$ cat src/rtl/overlay_msg_ctrl.sv
// Frame-synchronous HDMI overlay sequencer: snapshots vendor state once per frame,
// converts amounts to BCD by double-dabble and commits all display outputs together.
module overlay_msg_ctrl #(
  parameter int unsigned CHANGE_HOLD_FRAMES = 180,
  parameter int unsigned BLINK_FRAMES       = 30,
  parameter int unsigned AMOUNT_MAX         = 99
) (
  input  logic       clk,
  input  logic       rst_n,
  input  logic       frame_start,
  input  logic [1:0] vend_state,
  input  logic [7:0] total,
  input  logic [7:0] change,
  output logic [1:0] disp_state,
  output logic       show_text,
  output logic [3:0] total_tens,
  output logic [3:0] total_ones,
  output logic [3:0] change_tens,
  output logic [3:0] change_ones,
  output logic       busy
);

  localparam int unsigned HW = $clog2(CHANGE_HOLD_FRAMES + 1);
  localparam int unsigned BW = (BLINK_FRAMES > 1) ? $clog2(BLINK_FRAMES) : 1;
  localparam logic [HW-1:0] HOLD_LOAD  = HW'(CHANGE_HOLD_FRAMES);
  localparam logic [BW-1:0] BLINK_LAST = BW'(BLINK_FRAMES - 1);
  localparam logic [7:0]    AMAX       = 8'(AMOUNT_MAX);

  typedef enum logic [1:0] {
    IDLE_WAIT   = 2'd0,
    CONV_TOTAL  = 2'd1,
    CONV_CHANGE = 2'd2,
    COMMIT      = 2'd3
  } state_t;

  state_t        state_q, state_d;
  logic [2:0]    iter_q, iter_d;
  logic [15:0]   sr_q, sr_d;
  logic [1:0]    cap_state_q, cap_state_d;
  logic [7:0]    cap_change_q, cap_change_d;
  logic [7:0]    tot_bcd_q, tot_bcd_d;
  logic [1:0]    disp_q, disp_d;
  logic          show_q, show_d;
  logic [3:0]    tt_q, tt_d, to_q, to_d, ct_q, ct_d, co_q, co_d;
  logic [HW-1:0] hold_q, hold_d;
  logic [BW-1:0] blink_cnt_q, blink_cnt_d;
  logic          phase_q, phase_d;
  logic [15:0]   step;

  function automatic logic [7:0] sat(input logic [7:0] a);
    return (a > AMAX) ? AMAX : a;
  endfunction

  // {tens, ones, binary}: add-3 to BCD nibbles >= 5, then shift left one bit.
  function automatic logic [15:0] dd_step(input logic [15:0] sr);
    logic [15:0] t;
    t = sr;
    if (t[11:8] >= 4'd5)  t[11:8]  = t[11:8]  + 4'd3;
    if (t[15:12] >= 4'd5) t[15:12] = t[15:12] + 4'd3;
    return {t[14:0], 1'b0};
  endfunction

  always_comb begin
    state_d      = state_q;
    iter_d       = iter_q;
    sr_d         = sr_q;
    cap_state_d  = cap_state_q;
    cap_change_d = cap_change_q;
    tot_bcd_d    = tot_bcd_q;
    disp_d       = disp_q;
    show_d       = show_q;
    tt_d         = tt_q;
    to_d         = to_q;
    ct_d         = ct_q;
    co_d         = co_q;
    hold_d       = hold_q;
    blink_cnt_d  = blink_cnt_q;
    phase_d      = phase_q;
    step         = dd_step(sr_q);

    // Frame counters advance on every frame_start, busy or not; COMMIT below overrides.
    if (frame_start) begin
      if (hold_q != '0 && disp_q == 2'b10) hold_d = hold_q - HW'(1);
      if (disp_q == 2'b00) begin
        if (blink_cnt_q == BLINK_LAST) begin
          blink_cnt_d = '0;
          phase_d     = ~phase_q;
        end else begin
          blink_cnt_d = blink_cnt_q + BW'(1);
        end
      end else begin
        blink_cnt_d = '0;
        phase_d     = 1'b0;
      end
    end

    case (state_q)
      IDLE_WAIT: begin
        if (frame_start) begin
          cap_state_d  = vend_state;
          cap_change_d = sat(change);
          sr_d         = {8'h00, sat(total)};
          iter_d       = '0;
          state_d      = CONV_TOTAL;
        end
      end
      CONV_TOTAL: begin
        iter_d = iter_q + 3'd1;
        sr_d   = step;
        if (iter_q == 3'd7) begin
          tot_bcd_d = step[15:8];
          sr_d      = {8'h00, cap_change_q};
          state_d   = CONV_CHANGE;
        end
      end
      CONV_CHANGE: begin
        iter_d = iter_q + 3'd1;
        sr_d   = step;
        if (iter_q == 3'd7) state_d = COMMIT;
      end
      default: begin
        tt_d    = tot_bcd_q[7:4];
        to_d    = tot_bcd_q[3:0];
        ct_d    = sr_q[15:12];
        co_d    = sr_q[11:8];
        state_d = IDLE_WAIT;
        case (cap_state_q)
          2'b10: begin
            if (disp_q != 2'b10) hold_d = HOLD_LOAD;
            disp_d = 2'b10;
            show_d = 1'b1;
          end
          2'b01: begin
            disp_d = 2'b01;
            hold_d = '0;
            show_d = 1'b1;
          end
          2'b00: begin
            if (hold_q != '0) begin
              disp_d = 2'b10;
              ct_d   = ct_q;
              co_d   = co_q;
              show_d = 1'b1;
            end else begin
              disp_d = 2'b00;
              show_d = phase_q;
            end
          end
          default: show_d = 1'b0;
        endcase
        if (cap_state_q != 2'b11 && disp_d != 2'b00) begin
          blink_cnt_d = '0;
          phase_d     = 1'b0;
        end
      end
    endcase
  end

  always_ff @(posedge clk or negedge rst_n) begin
    if (!rst_n) begin
      state_q      <= IDLE_WAIT;
      iter_q       <= '0;
      sr_q         <= '0;
      cap_state_q  <= '0;
      cap_change_q <= '0;
      tot_bcd_q    <= '0;
      disp_q       <= '0;
      show_q       <= 1'b0;
      tt_q         <= '0;
      to_q         <= '0;
      ct_q         <= '0;
      co_q         <= '0;
      hold_q       <= '0;
      blink_cnt_q  <= '0;
      phase_q      <= 1'b0;
    end else begin
      state_q      <= state_d;
      iter_q       <= iter_d;
      sr_q         <= sr_d;
      cap_state_q  <= cap_state_d;
      cap_change_q <= cap_change_d;
      tot_bcd_q    <= tot_bcd_d;
      disp_q       <= disp_d;
      show_q       <= show_d;
      tt_q         <= tt_d;
      to_q         <= to_d;
      ct_q         <= ct_d;
      co_q         <= co_d;
      hold_q       <= hold_d;
      blink_cnt_q  <= blink_cnt_d;
      phase_q      <= phase_d;
    end
  end

  assign disp_state  = disp_q;
  assign show_text   = show_q;
  assign total_tens  = tt_q;
  assign total_ones  = to_q;
  assign change_tens = ct_q;
  assign change_ones = co_q;
  assign busy        = (state_q != IDLE_WAIT);

endmodule

$ cat config.mk
export PLATFORM = sky130hd
export DESIGN_NAME = overlay_msg_ctrl
export DESIGN_NICKNAME = d
export VERILOG_FILES = /design/src/rtl/overlay_msg_ctrl.sv
export SDC_FILE = /design/constraint.sdc
export NUM_CORES = 1
export LEC_CHECK = 0
export CORE_ASPECT_RATIO = 0.6
export CORE_UTILIZATION = 40
export CTS_BUF_LIST = sky130_fd_sc_hd__clkbuf_8
export DETAILED_ROUTE_END_ITERATION = 10
export SYNTH_ARGS = -nofsm -noshare
export SYNTH_HDL_FRONTEND = slang
export SYNTH_SLANG_ARGS = --single-unit
$ cat constraint.sdc
create_clock -name clk -period 2.1 [get_ports clk]
set_input_delay 0.63 -clock clk [delete_from_list [all_inputs] [get_ports clk]]
set_output_delay 0.63 -clock clk [all_outputs]
set_load 0.05 [all_outputs]
==> Flow_metrics.wiki <==
{| class="wikitable"
! Metric !! Value
|-
| Outcome || finished, final reports clean
|-
| GRT Overall Usage || 0.182
|-
| Final min period || 2.01 ns
|-
| Initial antenna violation count || 0
|-
| Iteration count of the initial detailed-routing pass || 4
|-
| Source-to-sink clock delay at the later pin of the worst-skew pair || 0.35 ns
|-
| Postcts setup bufs || 0
|-
| Post-synth EDFFs || 0
|-
| Maximum number of pins on one net before global-route repair || 73
|-
| # diodes || 0
|-
| Proportion of synthesized flip-flops having asynchronous set or reset || 1.00
|-
| Achievable clock frequency || 497 MHz
|-
| Routability congestion estimate from global placement || 0.815
|-
| CTS Buf Count || 9
|-
| Net Sw Frac || 0.389
|-
| Proportion of power drawn by the clock network || 0.210
|-
| Required time at the endpoint of the critical path || 1.47 ns
|-
| Nets || 441
|-
| Max-capacitance violation count || 0
|-
| Via count of the first global-routing pass || 2643
|-
| Deepest level of the CTS H-tree || 3
|-
| Remaining routing DRC violations || 0
|-
| Placed Area || 4360 um2
|-
| Switching power || 2.22 mW
|-
| Slowest stage cell on the critical path || dfrtp_1
|-
| Total wire length after detailed routing || 7920 um
|-
| Clock Sinks || 72
|-
| Hold crit path type || primary input to async pin
|-
| Final routed wire length divided by cell count || 15.3 um
|-
| Die Y || 76.8 um
|-
| Total area of multi-input combinational cells || 1800 um2
|-
| Number of violations reported at the end of detailed-routing iteration 0 || 160
|-
| Maximum count of clock buffers along a single path || 2
|-
| Max rail drop VDD || 0.627 mV
|-
| Count of state elements after synthesis || 72
|-
| Number of unique standard cell types used by synthesis || 55
|-
| Post-synthesis area per instance || 11.0 um2
|-
| Top Ports || 41
|-
| Top cells by area, synth || dfrtp_1 (48%), mux2_2 (6.3%), ha_1 (6.0%)
|-
| Relative area change from synthesis to final layout || 23.0%
|-
| Peak fanout along the critical path || 7
|-
| Setup-failing EPs final || 0
|-
| Final Instance Area || 4590 um2
|-
| Worst path max stage delay || 0.42 ns
|-
| Most common cell type on the critical path || inv_1
|-
| Part of the total power dissipated in combinational logic || 0.426
|-
| Total power divided by cell area || 1250 nW/um2
|-
| Synth Net Count || 378
|-
| Fin. Hold Viols || 0
|-
| Number of slew-limit violations in the final report || 0
|-
| Global-route wire length before repair || 13600 um
|-
| Leakage || 2.15 nW
|-
| Core area || 8780 um2
|-
| Clock tree from TritonCTS || built
|-
| Die width || 127 um
|-
| Initial cell density of the core || 0.425
|-
| Yosys top cell area share || 0.483
|-
| Post-route clock skew || 0.00915 ns
|-
| Number of filler cells placed in the layout || 823
|-
| Yosys top cell by area || dfrtp_1
|-
| Internal power || 3.49 mW
|-
| Number of rows in the core area || 26
|-
| Setup slack after placement || -0.148 ns
|-
| Core occupancy in the finished layout || 0.523
|-
| Vias || 2746
|-
| CP startpoint kind || flip-flop
|-
| Critical setup path kind || flip-flop to output port
|-
| Dominant synthesized flop cell || dfrtp_1
|-
| Part of the cycle the worst path needs || 0.959
|-
| Die Footprint || 9730 um2
|-
| Storage element area || 1800 um2
|-
| Synthesized netlist cell count || 339
|-
| Clock Pin Slew Worst Setup and Hold Paths || 0.08 ns
|-
| Hpwl dp || 5780 um
|-
| Slew HR || 0.732
|-
| Drt via density || 5.29
|-
| Fraction of final layout cells sized beyond drive strength 1 || 0.253
|-
| Hold Buf Count CTS || 0
|-
| Least-Margin Pin Slew || 0.402 ns
|-
| Setup repair after global routing missed its margin || no
|-
| Remaining antenna violation count || 0
|-
| Seq pwr share || 0.364
|-
| Nature of the critical path endpoint || output port
|-
| Cell chain of the critical path || inv_1, ha_2, inv_1, buf_12
|-
| Port-buffer cells || 40
|-
| Least setup slack across all paths after layout || 0.0865 ns
|-
| Yosys synthesis warning count || 0
|-
| Clock tree root buffer cell || clkbuf_8
|-
| Sequential cell area fraction in the yosys report || 0.483
|-
| Arrival @ worst endpoint || 1.38 ns
|-
| Cell area after synthesis || 3730 um2
|-
| Total global routing overflow || 0
|}
-- routing by layer --
metal	track usage	up-vias	part of all wire
met5	0	-	0
met4	0.0560	0	0.012
met3	0.0530	9	0.054
met2	0.243	74	0.39
met1	0.278	1317	0.54
li1	-	1346	-
-- synthesized netlist by cell type (all sizes together), types with 3 or more instances --
library cell / number
nor4: 5
nor2: 19
nand3b: 3
buf: 4
mux2i: 4
dfrtp: 72
clkbuf: 9
nor3b: 5
inv: 16
a22o: 5
a211oi: 3
a31oi: 4
nand2b: 11
xnor2: 7
nor3: 5
mux2: 29
nand2: 34
and2: 4
o21ai: 16
o31ai: 5
nand3: 11
a21oi: 21
ha: 18
a221oi: 3
-- kinds of logic (layout without fill, tap and decap cells) --
| family | after synthesis | in the layout | synth area share |
|---|---|---|---|
| AO/OA/AOI/OAI | 72 | 72 | 0.134 |
| adder cells (fa/ha/maj) | 18 | 18 | 0.0604 |
| buffers and inverters | 29 | 97 | 0.0366 |
| flip-flops | 72 | 72 | 0.483 |
| XOR/XNOR | 7 | 7 | 0.0164 |
| multiplexers | 33 | 33 | 0.106 |
| AND/OR/NAND/NOR | 108 | 108 | 0.164 |
-- what timing repair did --
action	in CTS	in global routing
pin swaps	0	0
endpoints found under the setup margin	1	3
gates resized for setup	1	2
-- layout by cell type, fill, tap and decap left out, types with 3 or more instances in the layout --
master / Yosys / final
nor3b_1: 4 / 4
nor3_1: 4 / 4
mux2_2: 21 / 21
a22o_1: 5 / 5
nor4_1: 4 / 3
nor2_1: 18 / 18
nand2b_1: 10 / 10
a221oi_1: 3 / 3
dfrtp_1: 72 / 72
a211oi_1: 3 / 3
o31ai_1: 5 / 5
nand3_1: 11 / 11
o21ai_0: 16 / 16
nand2_1: 33 / 33
mux2_4: 8 / 8
clkdlybuf4s50_1: 0 / 19
a31oi_1: 4 / 4
xnor2_1: 7 / 7
ha_1: 18 / 16
buf_4: 1 / 42
and2_1: 4 / 4
nand3b_1: 3 / 3
a21oi_1: 21 / 21
inv_1: 16 / 19
mux2i_1: 4 / 4
clkbuf_8: 2 / 10
buf_12: 0 / 3
-- sequential cells by signal (all words and copies together), names as in the netlist --
signal        flops
iter_q            3
phase_q           1
change_ones       4
total_tens        4
blink_cnt_q       5
state_q           2
total_ones        4
sr_q             16
change_tens       4
show_text         1
cap_state_q       2
cap_change_q      8
tot_bcd_q         8
disp_state        2
hold_q            8
-- worst max-delay path, delay by kind of cell, from the launching register on --
| family | cells | cell delay [ns] |
|---|---|---|
| adders and majority gates | 1 | 0.26 |
| buffers and inverters | 3 | 0.35 |
| DFF | 1 | 0.42 |
-- cell type report --
type                       instances  share of cell area
clock buffer                      10              0.0300
inverter                          16              0.0131
sequential                        72               0.393
tap                              112              0.0305
clock inverter                     6              0.0166
timing repair buffer              65               0.124
multi-input combinational        238               0.393
-- final timing paths --
path	start	to	slack, ns	cells past startpoint
setup / recovery	state_q[1]	busy	0.09	4
hold / removal	rst_n	hold_q[3]	0.27	2
setup reg to reg	iter_q[0]	sr_q[11]	0.18	7
hold reg to reg	iter_q[1]	iter_q[1]	0.47	2
max in group asynchronous	rst_n	total_ones[0]	1.48	2
min in group clk	iter_q[1]	iter_q[1]	0.47	2
-- per-stage QoR --
| stage | hold WS, ns | power, mW | setup TNS [ns] | cells |
|---|---|---|---|---|
| 6_report | 0.273 | 5.72 | 0 | 519 |
| 5_1_grt | 0.317 | 6.12 | 0 | 519 |
| 4_1_cts | 0.305 | 5.75 | 0 | 519 |
| 3_5_place_dp | 0.465 | 4.52 | -1.47 | 503 |
| 3_3_place_gp | 0.459 | 4.47 | -1.05 | 503 |
| 2_1_floorplan | 0.334 | 3.68 | 0 | 339 |
-- power by group through the flow --
stage | logic (mW) | clock network [mW] | registers [mW]
after global routing | 2.69 | 1.29 | 2.14
after global placement | 2.37 | 0 | 2.09
after floorplan | 1.57 | 0 | 2.11
final | 2.44 | 1.20 | 2.08
after CTS | 2.43 | 1.24 | 2.08
after detailed placement | 2.41 | 0 | 2.10
(Power assumes the default switching activity.)
